<file path="config.mk">
export PLATFORM = sky130hd
export DESIGN_NAME = pop_counter
export DESIGN_NICKNAME = d
export VERILOG_FILES = /design/src/rtl/tl_pkg.sv /design/src/rtl/sat_counter.sv /design/src/rtl/pop_counter.sv
export SDC_FILE = /design/constraint.sdc
export NUM_CORES = 1
export LEC_CHECK = 0
export ABC_AREA = 1
export BUFFER_PORTS_ARGS = -buffer_cell sky130_fd_sc_hd__buf_2
export CORE_MARGIN = 5
export CORE_UTILIZATION = 55
export CTS_CLUSTER_SIZE = 8
export DETAILED_ROUTE_END_ITERATION = 12
export PLACE_DENSITY = 0.87
export SETUP_SLACK_MARGIN = 0.4
export SYNTH_ARGS = -nofsm -noshare
export SYNTH_HDL_FRONTEND = slang
export SYNTH_SLANG_ARGS = --single-unit
</file>
<file path="constraint.sdc">
create_clock -name clk -period 3.58 [get_ports clk]
set_input_delay 0 -clock clk [delete_from_list [all_inputs] [get_ports clk]]
set_output_delay 0 -clock clk [all_outputs]
set_load 0.01 [all_outputs]
</file>
<file path="src/rtl/tl_pkg.sv">
// Shared constants and FSM encoding for the transaction-layer pop statistics stage.
package tl_pkg;

  localparam int unsigned DEF_NUM_FIFOS = 4;
  localparam int unsigned DEF_CNT_W     = 5;
  localparam int unsigned DEF_IDX_W     = 3;

  localparam logic [DEF_IDX_W-1:0] IDX_TOTAL = 3'd4;

  typedef enum logic [1:0] {
    ST_WAIT  = 2'd0,
    ST_READY = 2'd1,
    ST_RESP  = 2'd2
  } state_e;

endpackage

</file>
<file path="src/rtl/sat_counter.sv">
// Enable/clear up-counter that holds at all-ones and flags saturation until cleared.
module sat_counter #(
  parameter int unsigned CNT_W = 5
) (
  input  logic             clk,
  input  logic             reset,
  input  logic             clr,
  input  logic             en,
  output logic [CNT_W-1:0] cnt,
  output logic             sat
);

  logic [CNT_W-1:0] cnt_q, cnt_d;
  logic             sat_q, sat_d;

  always_comb begin
    cnt_d = cnt_q;
    sat_d = sat_q;
    if (clr) begin
      cnt_d = '0;
      sat_d = 1'b0;
    end else begin
      if (en && (cnt_q != '1)) begin
        cnt_d = cnt_q + CNT_W'(1);
      end
      if (cnt_d == '1) begin
        sat_d = 1'b1;
      end
    end
  end

  always_ff @(posedge clk) begin
    if (reset) begin
      cnt_q <= '0;
      sat_q <= 1'b0;
    end else begin
      cnt_q <= cnt_d;
      sat_q <= sat_d;
    end
  end

  assign cnt = cnt_q;
  assign sat = sat_q;

endmodule

</file>
<file path="src/rtl/pop_counter.sv">
// Per-FIFO pop statistics with an idle-gated req/idx read port (one-cycle registered response).
module pop_counter
  import tl_pkg::*;
#(
  parameter int unsigned NUM_FIFOS = DEF_NUM_FIFOS,
  parameter int unsigned CNT_W     = DEF_CNT_W,
  parameter int unsigned IDX_W     = DEF_IDX_W
) (
  input  logic                 clk,
  input  logic                 reset,
  input  logic                 init,
  input  logic                 idle,
  input  logic [NUM_FIFOS-1:0] pop,
  input  logic [NUM_FIFOS-1:0] empty,
  input  logic                 req,
  input  logic [IDX_W-1:0]     idx,
  output logic [CNT_W-1:0]     data_out,
  output logic                 valid,
  output logic                 err,
  output logic [NUM_FIFOS-1:0] sat
);

  localparam int unsigned      SUM_W     = CNT_W + $clog2(NUM_FIFOS + 1);
  localparam logic [IDX_W-1:0] IDX_TOT_P = IDX_W'(NUM_FIFOS);

  logic [CNT_W-1:0] cnt [NUM_FIFOS];

  for (genvar g = 0; g < NUM_FIFOS; g++) begin : g_cnt
    sat_counter #(.CNT_W(CNT_W)) u_cnt (
      .clk   (clk),
      .reset (reset),
      .clr   (init),
      .en    (pop[g] & ~empty[g]),
      .cnt   (cnt[g]),
      .sat   (sat[g])
    );
  end

  logic [SUM_W-1:0] sum;
  logic [CNT_W-1:0] total;
  logic [CNT_W-1:0] sel;

  always_comb begin
    sum = '0;
    for (int unsigned i = 0; i < NUM_FIFOS; i++) begin
      sum = sum + SUM_W'(cnt[i]);
    end
    total = (sum > SUM_W'({CNT_W{1'b1}})) ? '1 : sum[CNT_W-1:0];
    sel = total;
    for (int unsigned i = 0; i < NUM_FIFOS; i++) begin
      if (idx == IDX_W'(i)) begin
        sel = cnt[i];
      end
    end
  end

  state_e           state_q, state_d;
  logic [CNT_W-1:0] data_q, data_d;
  logic             valid_q, valid_d;
  logic             err_q, err_d;
  logic             open;

  assign open = idle & ~init;

  // Response is registered at the req edge, so data_out carries the pre-increment count.
  always_comb begin
    state_d = state_q;
    data_d  = data_q;
    valid_d = 1'b0;
    err_d   = 1'b0;
    case (state_q)
      ST_WAIT: begin
        if (open) state_d = ST_READY;
      end
      ST_READY: begin
        if (!open) begin
          state_d = ST_WAIT;
        end else if (req) begin
          state_d = ST_RESP;
          if (idx <= IDX_TOT_P) begin
            valid_d = 1'b1;
            data_d  = sel;
          end else begin
            err_d  = 1'b1;
            data_d = '0;
          end
        end
      end
      ST_RESP: begin
        state_d = open ? ST_READY : ST_WAIT;
      end
      default: state_d = ST_WAIT;
    endcase
  end

  always_ff @(posedge clk) begin
    if (reset) begin
      state_q <= ST_WAIT;
      data_q  <= '0;
      valid_q <= 1'b0;
      err_q   <= 1'b0;
    end else begin
      state_q <= state_d;
      data_q  <= data_d;
      valid_q <= valid_d;
      err_q   <= err_d;
    end
  end

  assign data_out = data_q;
  assign valid    = valid_q;
  assign err      = err_q;

endmodule

</file>
## Yosys cells after proc, flatten, opt, wreduce, memory -nomap -nowiden

Cells that the tools add are included.

| operators by class | value |
|---|---|
| muxes and demuxes | 21 |
| add/sub/neg operators | 7 |
| bitwise operators | 13 |
| order comparisons | 2 |
| reductions and logical operators | 10 |
| equal/unequal tests | 15 |

Operators with widths:

| kind | count |
|---|---|
| 5-bit two-way mux | 14 |
| 5-bit by 1-bit adder with 5-bit output, second input constant | 4 |
| 5-bit equality test, second input constant | 4 |
| 5-bit inequality test, second input constant | 4 |
| 7-bit by 5-bit adder with 8-bit output | 1 |
| 8-bit by 5-bit greater-than comparator with 1-bit output, second input constant | 1 |
| 1-bit NOT | 8 |
| 6-bit by 5-bit adder with 7-bit output | 1 |
| 5-bit by 5-bit adder with 6-bit output | 1 |
| 3-bit by 2-bit equality test with 1-bit output, second input constant | 2 |
| 2-bit two-way mux | 3 |
| 2-bit one-hot mux with 3 select lines | 1 |
| 1-bit bitwise AND | 5 |
| 1-bit logical AND | 4 |
| 4-bit OR reduction | 1 |
| 3-bit by 1-bit equality test with 1-bit output, second input constant | 1 |
| 3-bit less-or-equal comparator, second input constant | 1 |
| 3-bit logical NOT | 1 |
| 1-bit two-way mux | 3 |
| 3-bit inequality test, second input constant | 1 |
| 3-bit AND reduction | 1 |
| 2-bit by 1-bit equality test with 1-bit output, second input constant | 1 |
| 2-bit equality test, second input constant | 1 |
| 2-bit logical NOT | 1 |
| 3 further kinds | 3 |

| word-level totals | value |
|---|---|
| input port bits | 16 |
| flip-flop bits (word level) | 33 |

## Depth between registers and ports, before layout

Gate-level depths: netlist of the first run.

| logic depth | value |
|---|---|
| depth in word-level cells | 10 |
| depth in mapped cells | 18 |
| gate-level depth less buffers | 18 |

## By module

From an unflattened synthesis of the first run, not the netlist that was laid out.

| unflattened totals | value |
|---|---|
| cells, all modules | 360 |
| area, all modules | 2403.6 um^2 |

By module, submodules not included:

| module | area each (um^2) | instances | cells each | seq. area each (um^2) |
|---|---|---|---|---|
| sat_counter | 319.1 | 4 | 48 | 120.1 |
| pop_counter | 1127.3 | 1 | 168 | 180.2 |

## Least setup slack after synthesis of the first run

No wires, ideal clock.

| path | value |
|---|---|
| kind | reg2reg |
| from | reg g_cnt[2].u_cnt.cnt_q[1] |
| to | reg data_q[0] (netlist: data_out[0]) |
| setup slack | 0.733 ns |
| buffers on the path | 0 |
| data arrival time | 2.733 ns |
| stages on the path, launching flop included | 18 |
| library setup time | 0.114 ns |
| period minus slack after synthesis | 2.847 ns |
| cell sequence | dfxtp_1 > inv_1 > fa_1 > inv_1 > fa_1 > ha_1 > inv_1 > fa_1 > inv_1 > nand3_1 > nand3_1 > nand2_1 > nor2_4 > nand2_1 > nand2_1 > nand2_1 > nand2_1 > a21oi_2 |

| between the ends | value |
|---|---|
| word-level cells in the longest chain between the ends | 9 |

Ends and longest elaborated chain:

| item | RTL line | text |
|---|---|---|
| start: declaration | sat_counter.sv:13 | `logic [CNT_W-1:0] cnt_q, cnt_d;` |
| start signal: assignment | sat_counter.sv:37 | `cnt_q <= cnt_d;` |
| 6-bit by 5-bit adder with 7-bit output | pop_counter.sv:46 | `sum = sum + SUM_W'(cnt[i]);` |
| 7-bit by 5-bit adder with 8-bit output | pop_counter.sv:46 |  |
| 8-bit by 5-bit greater-than comparator with 1-bit output | pop_counter.sv:48 | `total = (sum > SUM_W'({CNT_W{1'b1}})) ? '1 : sum[CNT_W-1:0];` |
| 5-bit two-way mux | pop_counter.sv:48 |  |
| 5-bit two-way mux (4 in a row) | pop_counter.sv:51 | `if (idx == IDX_W'(i)) begin` |
| 5-bit two-way mux | pop_counter.sv:80 | `if (idx <= IDX_TOT_P) begin` |
| end signal: assignment | pop_counter.sv:104 | `data_q <= data_d;` |
| end: declaration | pop_counter.sv:58 | `logic [CNT_W-1:0] data_q, data_d;` |

Every way passes these cells.
A chain may end at the register's enable or synchronous reset.

## Final worst setup path of the first run

| path | value |
|---|---|
| from | reg g_cnt[2].u_cnt.cnt_q[1] |
| to | reg data_q[1] (netlist: data_out[1]) |

| between the ends | value |
|---|---|
| word-level cells in the longest chain between the ends | 9 |

Ends and longest elaborated chain:

| item | RTL line |
|---|---|
| 6-bit by 5-bit adder with 7-bit output | pop_counter.sv:46 |
| 7-bit by 5-bit adder with 8-bit output | pop_counter.sv:46 |
| 8-bit by 5-bit greater-than comparator with 1-bit output | pop_counter.sv:48 |
| 5-bit two-way mux | pop_counter.sv:48 |
| 5-bit two-way mux (2 in a row) | pop_counter.sv:51 |
| 5-bit two-way mux * (2 in a row) | pop_counter.sv:51 |
| 5-bit two-way mux * | pop_counter.sv:80 |

Every way passes the cells marked *; elsewhere a longest branch is shown, timed or not.

==> flow_summary.toml, run 1 <==
[status]
status = "completed"

[power_and_ir_drop]
powerDensity_nw_per_um2 = 301
p_leak_nw = 1.25
p_seq_share_pct = 49.0
peakVddDrop_uv = 301
p_int_mw = 0.577
p_sw_mw = 0.192
p_total_mw = 0.769
clkPwrFrac_pct = 40.1
power_frac_comb_pct = 10.9
p_sw_share_pct = 24.9

[synth]
synth_flop_cell = "dfxtp_1"
synthCells = 308
syn_area_um2 = 2270
synthMuxAreaShare_pct = 0.883
synth_area_leaders = "dfxtp_1 29%, nand2_1 10%, inv_1 8.9%"
synth-edff-count = 0
synth_nets = 348
synth_compound_area_share_pct = 9.22
synth_top_family_by_area = "simple AND/OR/NAND/NOR gates"
ys_seq_area_share_pct = 29.1
ys_warn_count = 0
yosysUniqueCellTypes = 31
synth_top_cell_by_area = "dfxtp_1"
synth_fa_ha_area_share_pct = 16.6
synth_xor_area_share_pct = 5.02
synthArstFlopShare_pct = 0
synth-seq-cells = 33
synthSimpleGateAreaFrac_pct = 27.5
syn_avg_cell_area_um2 = 7.36
synth_top_area_share_pct = 29.1

[setup_path]
end_kind = "flip-flop"
path_common_cell = "nand2_1"
path_class = "reg -> reg"
crit_path_max_incr_delay_ns = 0.52
worstPathRequired_ns = 3.75
cp_slowest_cell = "fa_1"
start_kind = "flip-flop"
critPathArrivalTime_ns = 3.22
path_cells = "inv_2 > fa_1 > inv_1 > fa_1 > ha_2 > inv_1 > fa_2 > inv_2 > nand3_1 > nand3_1 > nand2_2 > nor2_4 > nand2_1 > nand2_1 > nand2_1 > nand2_1 > a21oi_2"
worst-path-max-fanout = 5

[global_routing]
grt_pass1_vias = 1923
grt_pass1_wl_um = 8390
grt.busiest_layer = "met2"
antenna_found_initial = 0
use_met1_pct = 23.5
grt_max_degree = 19
grt.overflow.total = 0
grt_usage_pct = 19.9
use_met3_pct = 5.00
grt_use_met2_pct = 34.6

[clock_tree]
cts.sinks = 33
insertion_delay_ns = 0.28
h-tree-depth = 2
cts_buffers = 5
cts-root-buf = "clkbuf_8"
path_clk_slew_ns = 0.07
clockBufferDepth = 2
cts_tree = "done"

[cells_and_area]
instances_no_fill = 388
num_antenna_cells = 0
nets = 377
regArea_um2 = 666
multi_input_area_um2 = 1350
areaGrowthSynthToFinish_pct = 12.6
post-route-util_pct = 63.8
drive_above_1_share_pct = 18.3
n_fill_cell = 328

[floorplan]
ios = 27
start_util_pct = 56.7
rows = 23
die_h_um = 74.2
core_um2 = 4000
dieArea_um2 = 5510
fp.dieW_um = 74.2

[job]
cap_violations = 0

[placed_design]
routabilityCongestion = 0.918
io_buffers = 26
post-dp-hpwl_um = 3840
dpl.cell_count = 377

[timing]
min_period_over_period_pct = 85.1
hold_viol = 0
tightest_slew_ns = 0.382
setup_viol = 0
slew-limit-headroom_pct = 74.5
slew_violations = 0
fmax_mhz = 328
rsz0062_at_grt = "no"
min_period_ns = 3.05
setup_tns_ns = 0
fin_skew_ns = 0.00520

[routing]
viasPerCell = 5.05
drt-total-wl_um = 4880
routed-via-count = 1959
first_pass_iters = 4
drc = 0
wl_per_cell_um = 12.6
drtIter0Drc = 94
postRouteAntennaNets = 0

[min_path]
hold_path_class = "in -> reg"
[cell usage after synthesis (2+ instances only)]
library cell  instances
dfxtp_1              33
buf_4                 4
ha_1                 14
a21oi_2               4
xor2_1               13
nand2_1              61
fa_1                 10
inv_2                 3
o21ai_2               2
nor3_1                3
mux2i_1               2
o22ai_1               5
a21oi_1              14
nor2_1               45
inv_1                54
o21ai_0              11
nor4_1                3
buf_2                 2
nand3b_4              2
nor2_4                2
nand3_1              10
nand3b_1              2
[final timing paths]
path                                            start            endpoint  slack [ns]  depth (start not counted)
worst max register to register  g_cnt[2].u_cnt.cnt[1]         data_out[1]        0.53                         17
worst min register to register     g_cnt[1].u_cnt.sat  g_cnt[1].u_cnt.sat        0.45                          2
worst min-delay path                            reset         data_out[3]        0.05                          2
worst max-delay path            g_cnt[2].u_cnt.cnt[1]         data_out[1]        0.53                         17
[cells in the final DEF (no fill, tap or decap), drive strengths merged, types with 5 or more instances in the layout]
cell / count
nand2: 62
inv: 57
nor2: 48
dfxtp: 33
buf: 27
a21oi: 18
ha: 14
xor2: 13
o21ai: 13
nand3: 11
fa: 10
clkbuf: 7
o22ai: 5
[layout make-up]
| type | instances | area share [%] |
|---|---|---|
| Timing Repair Buffer | 29 | 6.18 |
| Sequential cell | 33 | 26.1 |
| Clock inverter | 1 | 0.196 |
| Multi-Input combinational cell | 211 | 52.9 |
| Inverter | 57 | 8.38 |
| Tap cell | 50 | 2.45 |
| Clock buffer | 7 | 3.77 |
[repair_timing]
action / 4_1_cts / 5_1_grt
setup buffers: 0 / 1
resized for setup: 0 / 10
endpoints found under the setup margin: 0 / 5
hold buffers: 2 / 0
hold endpoints to repair: 1 / 0
[power groups by stage]
stage                     clock (mW)  sequential (mW)  combinational (mW)
after CTS                      0.312            0.377              0.0821
after floorplan                    0            0.384              0.0574
after detailed placement           0            0.385              0.0802
final                          0.308            0.376              0.0839
after global routing           0.328            0.377              0.0956
after global placement             0            0.385              0.0774
[routing by layer]
layer,part of all wire [%],wire [um]
met1,42,2060
met2,50,2440
met3,5.3,257
met4,2.4,117
met5,0,0
[critical path, delay by kind of cell, from the launching register on]
family	cells	cell delay [ns]
adders and majority gates	4	1.65
buffers and inverters	4	0.24
and+or+nand+nor	8	0.64
AOI/OAI and AO/OA	1	0.05
DFF	1	0.36
[state kept, by name (all words and copies together) (netlist names)]
register and cells:
g_cnt.u_cnt.sat 4, state_q 2, g_cnt.u_cnt.cnt 20, err 1
data_out 5, valid 1
[cell families after synthesis]
logic type	after synthesis
flops	33
compound gates	36
mux	2
simple gates	136
buf+inv	64
xor+xnor	13
fa+ha+maj	24
[metrics by stage]
step,hold slack (ns),instance area (um^2),worst slack [ns]
after floorplan,0.0787,2270,0.733
after global placement,0.239,2410,0.593
after detailed placement,0.240,2410,0.460
after CTS,0.0436,2530,0.446
after global routing,0.0659,2550,0.342
final,0.0495,2550,0.535
No activity file was read; power rests on OpenSTA's default activity.
==> inputs of run 2 (changes only) <==
--- a/config.mk
+++ b/config.mk
@@ -7,11 +7,13 @@
 export LEC_CHECK = 0
 export ABC_AREA = 1
 export BUFFER_PORTS_ARGS = -buffer_cell sky130_fd_sc_hd__buf_2
+export CELL_PAD_IN_SITES_DETAIL_PLACEMENT = 1
+export CELL_PAD_IN_SITES_GLOBAL_PLACEMENT = 2
 export CORE_MARGIN = 5
-export CORE_UTILIZATION = 55
+export CORE_UTILIZATION = 33
 export CTS_CLUSTER_SIZE = 8
 export DETAILED_ROUTE_END_ITERATION = 12
-export PLACE_DENSITY = 0.87
+export PLACE_DENSITY = 0.9
 export SETUP_SLACK_MARGIN = 0.4
 export SYNTH_ARGS = -nofsm -noshare
 export SYNTH_HDL_FRONTEND = slang
==> flow_summary.toml, run 2 (same netlist as run 1, synthesis figures left out) <==
[timing]
setup_tns_ns = 0
fin_ws_ns = 0.609
slew-limit-headroom_pct = 70.8
hold_viol = 0
slew_violations = 0
rsz0062_at_grt = "no"
fin_skew_ns = 0.00320
min_period_ns = 2.97
tightest_slew_ns = 0.437
fmax_mhz = 337
min_period_over_period_pct = 83.0
setup_viol = 0

[setup_path]
path_delay_family = "adder cells"
worstPathRequired_ns = 3.75
crit_path_max_incr_delay_ns = 0.52
end_kind = "flip-flop"
r2r-start = "g_cnt[2].u_cnt.cnt[1]"
r2r_cells = 17
path_cells = "inv_2 > fa_1 > inv_1 > fa_1 > ha_2 > inv_2 > fa_2 > inv_2 > nand3_1 > nand3_1 > nand2_2 > nor2_4 > nand2_1 > nand2_1 > nand2_1 > nand2_1 > a21oi_2"
worst-path-max-fanout = 5
path_common_cell = "nand2_1"
start_kind = "flip-flop"
path_buf_inv = 4
cp_slowest_cell = "fa_1"
critPathArrivalTime_ns = 3.14
r2r_end = "data_out[2]"
r2r_slack_ns = 0.61
path_class = "reg -> reg"

[cells_and_area]
num_antenna_cells = 0
final_cell_mix = "60 x nand2_1, 50 x inv_1, 45 x nor2_1"
regArea_um2 = 666
largest_reg_flops = 20
final_common_cell = "nand2_1"
areaGrowthSynthToFinish_pct = 15.6
nets = 379
drive_above_1_share_pct = 18.8
multi_input_area_um2 = 1350
n_fill_cell = 847

[min_path]
hold_start = "reset"
hold_end = "data_out[1]"
hold_path_class = "in -> reg"
holdPathStages = 2

[floorplan]
dieArea_um2 = 8630
ios = 27
die_h_um = 92.9
start_util_pct = 33.6
fp.dieW_um = 92.9
rows = 30
core_um2 = 6760

[routing]
first_pass_iters = 4
drt-total-wl_um = 5530
viasPerCell = 4.70
routed-via-count = 1976
drc = 0
wl_per_cell_um = 13.2
drtIter0Drc = 73
postRouteAntennaNets = 0

[clock_tree]
clockBufferDepth = 2
cts.sinks = 33
cts_tree = "done"
cts_buffers = 5
h-tree-depth = 2
cts-root-buf = "clkbuf_8"
path_clk_slew_ns = 0.07
insertion_delay_ns = 0.28

[placed_design]
post-dp-hpwl_um = 4590
routabilityCongestion = 0.807
io_buffers = 26
dp_slack_ns = 0.440

[job]
cap_violations = 0

[power_and_ir_drop]
peakVddDrop_uv = 181
powerDensity_nw_per_um2 = 317
p_leak_nw = 1.27

[global_routing]
grt.overflow.total = 0
grt_pass1_vias = 2040
antenna_found_initial = 0
grt_pass1_wl_um = 9640
grt_usage_pct = 14.1
grt_max_degree = 19

[status]
status = "completed"
[run 2: changes by cell type in the layout (fill, tap and decap cells not counted)]
cell	before	now
inv_2	6	7
nand2_2	3	2
clkinvlp_4	0	1
bufinv_16	0	1
inv_1	51	50
clkinv_2	1	0
buf_4	1	3
nand2_1	59	60
clkbuf_8	7	6
[run 2: final cells by class]
cell class              instances  area share, %
clock buffers                   6           3.15
clock inverters                 2           1.43
inverters                      57           8.16
multi-input cells             211           51.5
flip-flops and latches         33           25.4
well taps                      80           3.82
repair buffers                 31           6.59
[run 2: power by group]
group / switching (mW) / leakage [nW] / internal [mW]
registers: 0.00572 / 0.268 / 0.371
clock network: 0.144 / 0.0574 / 0.226
logic: 0.0523 / 0.941 / 0.0318
[run 2: metrics by stage]
step                      cells  area, um^2  total power, mW  util [%]  hold slack [ns]
after global routing        420        2620            0.874      38.8           0.0637
after CTS                   418        2590            0.843      38.4           0.0257
after global placement      408        2450            0.466      36.3            0.247
after detailed placement    408        2450            0.469      36.3            0.254
final                       420        2620            0.831      38.8           0.0347
after floorplan             308        2270            0.441         -           0.0787
[run 2: timing repair]
item	4_1_cts	5_1_grt
buffers inserted	0	2
hold buffers	2	0
resized for setup	0	10
endpoints found under the setup margin	0	5
endpoints found under the hold margin	1	0
[run 2: worst max-delay path by stage]
stage / end / cells after the start / slack [ns] / start
6_report: data_out[2] / 17 / 0.61 / g_cnt[2].u_cnt.cnt[1]
5_1_grt: data_out[3] / 17 / 0.40 / g_cnt[2].u_cnt.cnt[1]
4_1_cts: data_out[2] / 17 / 0.42 / g_cnt[2].u_cnt.cnt[1]
3_5_place_dp: data_out[2] / 17 / 0.44 / g_cnt[2].u_cnt.cnt[1]
3_3_place_gp: data_out[2] / 17 / 0.51 / g_cnt[2].u_cnt.cnt[1]
2_1_floorplan: data_out[0] / 17 / 0.73 / g_cnt[2].u_cnt.cnt[1]
[run 2: per-layer routing]
layer	vias up	track usage, %	wire (um)	part of all wire (%)
met5	-	0	0	0
met4	0	4.40	43	0.78
met3	4	2.19	111	2.0
met2	17	24.4	2820	51
met1	945	18.0	2560	46
li1	1010	-	-	-
==> inputs of run 3 (changes only) <==
--- a/config.mk
+++ b/config.mk
@@ -10,10 +10,10 @@
 export CELL_PAD_IN_SITES_DETAIL_PLACEMENT = 1
 export CELL_PAD_IN_SITES_GLOBAL_PLACEMENT = 2
 export CORE_MARGIN = 5
-export CORE_UTILIZATION = 33
+export CORE_UTILIZATION = 30
 export CTS_CLUSTER_SIZE = 8
 export DETAILED_ROUTE_END_ITERATION = 12
-export PLACE_DENSITY = 0.9
+export PLACE_DENSITY = 0.86
 export SETUP_SLACK_MARGIN = 0.4
 export SYNTH_ARGS = -nofsm -noshare
 export SYNTH_HDL_FRONTEND = slang
==> constraint.sdc (replaced) <==
create_clock -name clk -period 2.5 [get_ports clk]
set_input_delay 0 -clock clk [delete_from_list [all_inputs] [get_ports clk]]
set_output_delay 0 -clock clk [all_outputs]
set_load 0.01 [all_outputs]
==> flow_summary.toml, run 3 (same netlist as run 1, synthesis figures left out) <==
[global_routing]
grt_max_degree = 19
antenna_found_initial = 0
grt_pass1_wl_um = 10200
grt_usage_pct = 13.4
grt_pass1_vias = 2158
grt.overflow.total = 0

[timing]
slew_violations = 0
fin_ws_ns = -0.347
tightest_slew_ns = 0.421
rsz0062_at_grt = "yes"
min_period_ns = 2.85
setup_tns_ns = -1.68
min_period_over_period_pct = 114
slew-limit-headroom_pct = 71.9
fmax_mhz = 351
fin_skew_ns = 0.0101
setup_viol = 5
hold_viol = 0
holdWs_ns = 0.0403

[setup_path]
r2r_slack_ns = -0.35
worstPathRequired_ns = 2.73
cp_slowest_cell = "fa_1"
end_kind = "flip-flop"
crit_path_max_incr_delay_ns = 0.53
r2r_end = "data_out[2]"
path_common_cell = "nand2_1"
worst-path-max-fanout = 5
r2r-start = "g_cnt[1].u_cnt.cnt[1]"
path_class = "reg -> reg"
r2r_cells = 18
path_cells = "inv_2 > fa_1 > inv_1 > fa_1 > ha_2 > inv_2 > fa_2 > inv_2 > nand2_2 > nand2_2 > nand3_2 > nand2_2 > nor2_4 > nand2_1 > nand2_1 > nand2_1 > nand2_1 > a21oi_2"
critPathArrivalTime_ns = 3.07
start_kind = "flip-flop"

[min_path]
hold_start = "reset"
hold_end = "data_out[2]"
holdPathStages = 2
hold_path_class = "in -> reg"

[power_and_ir_drop]
peakVddDrop_uv = 199
powerDensity_nw_per_um2 = 411
p_leak_nw = 1.43

[placed_design]
post-dp-hpwl_um = 4990
routabilityCongestion = 0.816
place_area_um2 = 2720
dpl.cell_count = 458
io_buffers = 26

[clock_tree]
cts_tree = "done"
path_clk_slew_ns = 0.07
cts-root-buf = "clkbuf_8"
cts.sinks = 33
insertion_delay_ns = 0.29
h-tree-depth = 2
cts_buffers = 5
clockBufferDepth = 2

[cells_and_area]
largest_reg_flops = 20
nets = 411
instances_no_fill = 471
design_area_um2 = 2920
final_cell_mix = "57 x nand2_1, 50 x inv_1, 45 x nor2_1"
drive_above_1_share_pct = 28.5
n_fill_cell = 928
num_antenna_cells = 0
final_common_cell = "nand2_1"
areaGrowthSynthToFinish_pct = 29.0

[floorplan]
rows = 31
start_util_pct = 31.1
dieArea_um2 = 9400
die_h_um = 96.9
core_um2 = 7290
fp.dieW_um = 96.9
ios = 27

[routing]
routed-via-count = 2078
drtIter0Drc = 35
drt-total-wl_um = 6090
wl_per_cell_um = 12.9
viasPerCell = 4.41
drc = 0
first_pass_iters = 4
postRouteAntennaNets = 0

[job]
cap_violations = 0

[status]
violations = "negative setup slack"
status = "complete, but fails checks"
run 3: cell types whose count changed in the layout (fill, tap and decap cells not counted), moves of 3 or more:
cell,delta
nand2_1,-3
dfxtp_2,+3
nand3_2,+3
buf_4,+32
nand3_1,-3
nand2_2,+3
run 3: layout make-up:
| cell class | instances | area, um^2 | area share (%) |
|---|---|---|---|
| clock buffers | 7 | 86.3 | 2.95 |
| clock inverters | 1 | 30.0 | 1.03 |
| inverters | 57 | 214 | 7.32 |
| multi-input cells | 211 | 1390 | 47.6 |
| flip-flops and latches | 33 | 666 | 22.8 |
| well taps | 99 | 124 | 4.24 |
| repair buffers | 63 | 413 | 14.1 |
run 3: through the flow:
stage / power, mW / utilization, % / setup WS, ns
2_1_floorplan: 0.632 / - / -0.246
3_3_place_gp: 0.681 / 37.3 / -0.308
3_5_place_dp: 0.683 / 37.3 / -0.369
4_1_cts: 1.22 / 39.6 / -0.330
5_1_grt: 1.26 / 40.1 / -0.502
6_report: 1.20 / 40.1 / -0.347
run 3: worst max path at each step:
| stage | cells past startpoint | from | end |
|---|---|---|---|
| 2_1_floorplan | 17 | g_cnt[1].u_cnt.cnt[1] | data_out[0] |
| 3_3_place_gp | 17 | g_cnt[1].u_cnt.cnt[1] | data_out[4] |
| 3_5_place_dp | 17 | g_cnt[1].u_cnt.cnt[1] | data_out[2] |
| 4_1_cts | 18 | g_cnt[1].u_cnt.cnt[1] | data_out[2] |
| 5_1_grt | 18 | g_cnt[1].u_cnt.cnt[1] | data_out[0] |
| 6_report | 18 | g_cnt[1].u_cnt.cnt[1] | data_out[2] |
run 3: metal layers:
metal	part of all wire [%]	GRT usage, %
met1	47	17.2
met2	49	22.5
met3	3.2	3.24
met4	0.92	3.24
met5	0	0
run 3: timing repair:
action,in CTS,in global routing
resized for setup,3,8
setup endpoints to repair,5,8
hold endpoints to repair,1,0
hold buffers,2,0
pin swaps,4,3
buffers inserted,2,1
run 3: worst max-delay path, delay by kind of cell (launching register included):
| family | cells | cell delay [ns] |
|---|---|---|
| AOI/OAI and AO/OA | 1 | 0.12 |
| and+or+nand+nor | 9 | 0.57 |
| buffers and inverters | 4 | 0.22 |
| adders and majority gates | 4 | 1.54 |
| DFF | 1 | 0.34 |
run 3: report_power, final:
group / switching (mW) / leakage [nW] / internal, mW
Sequential: 0.00416 / 0.269 / 0.532
Clock: 0.201 / 0.0585 / 0.325
Combinational: 0.0845 / 1.11 / 0.0561
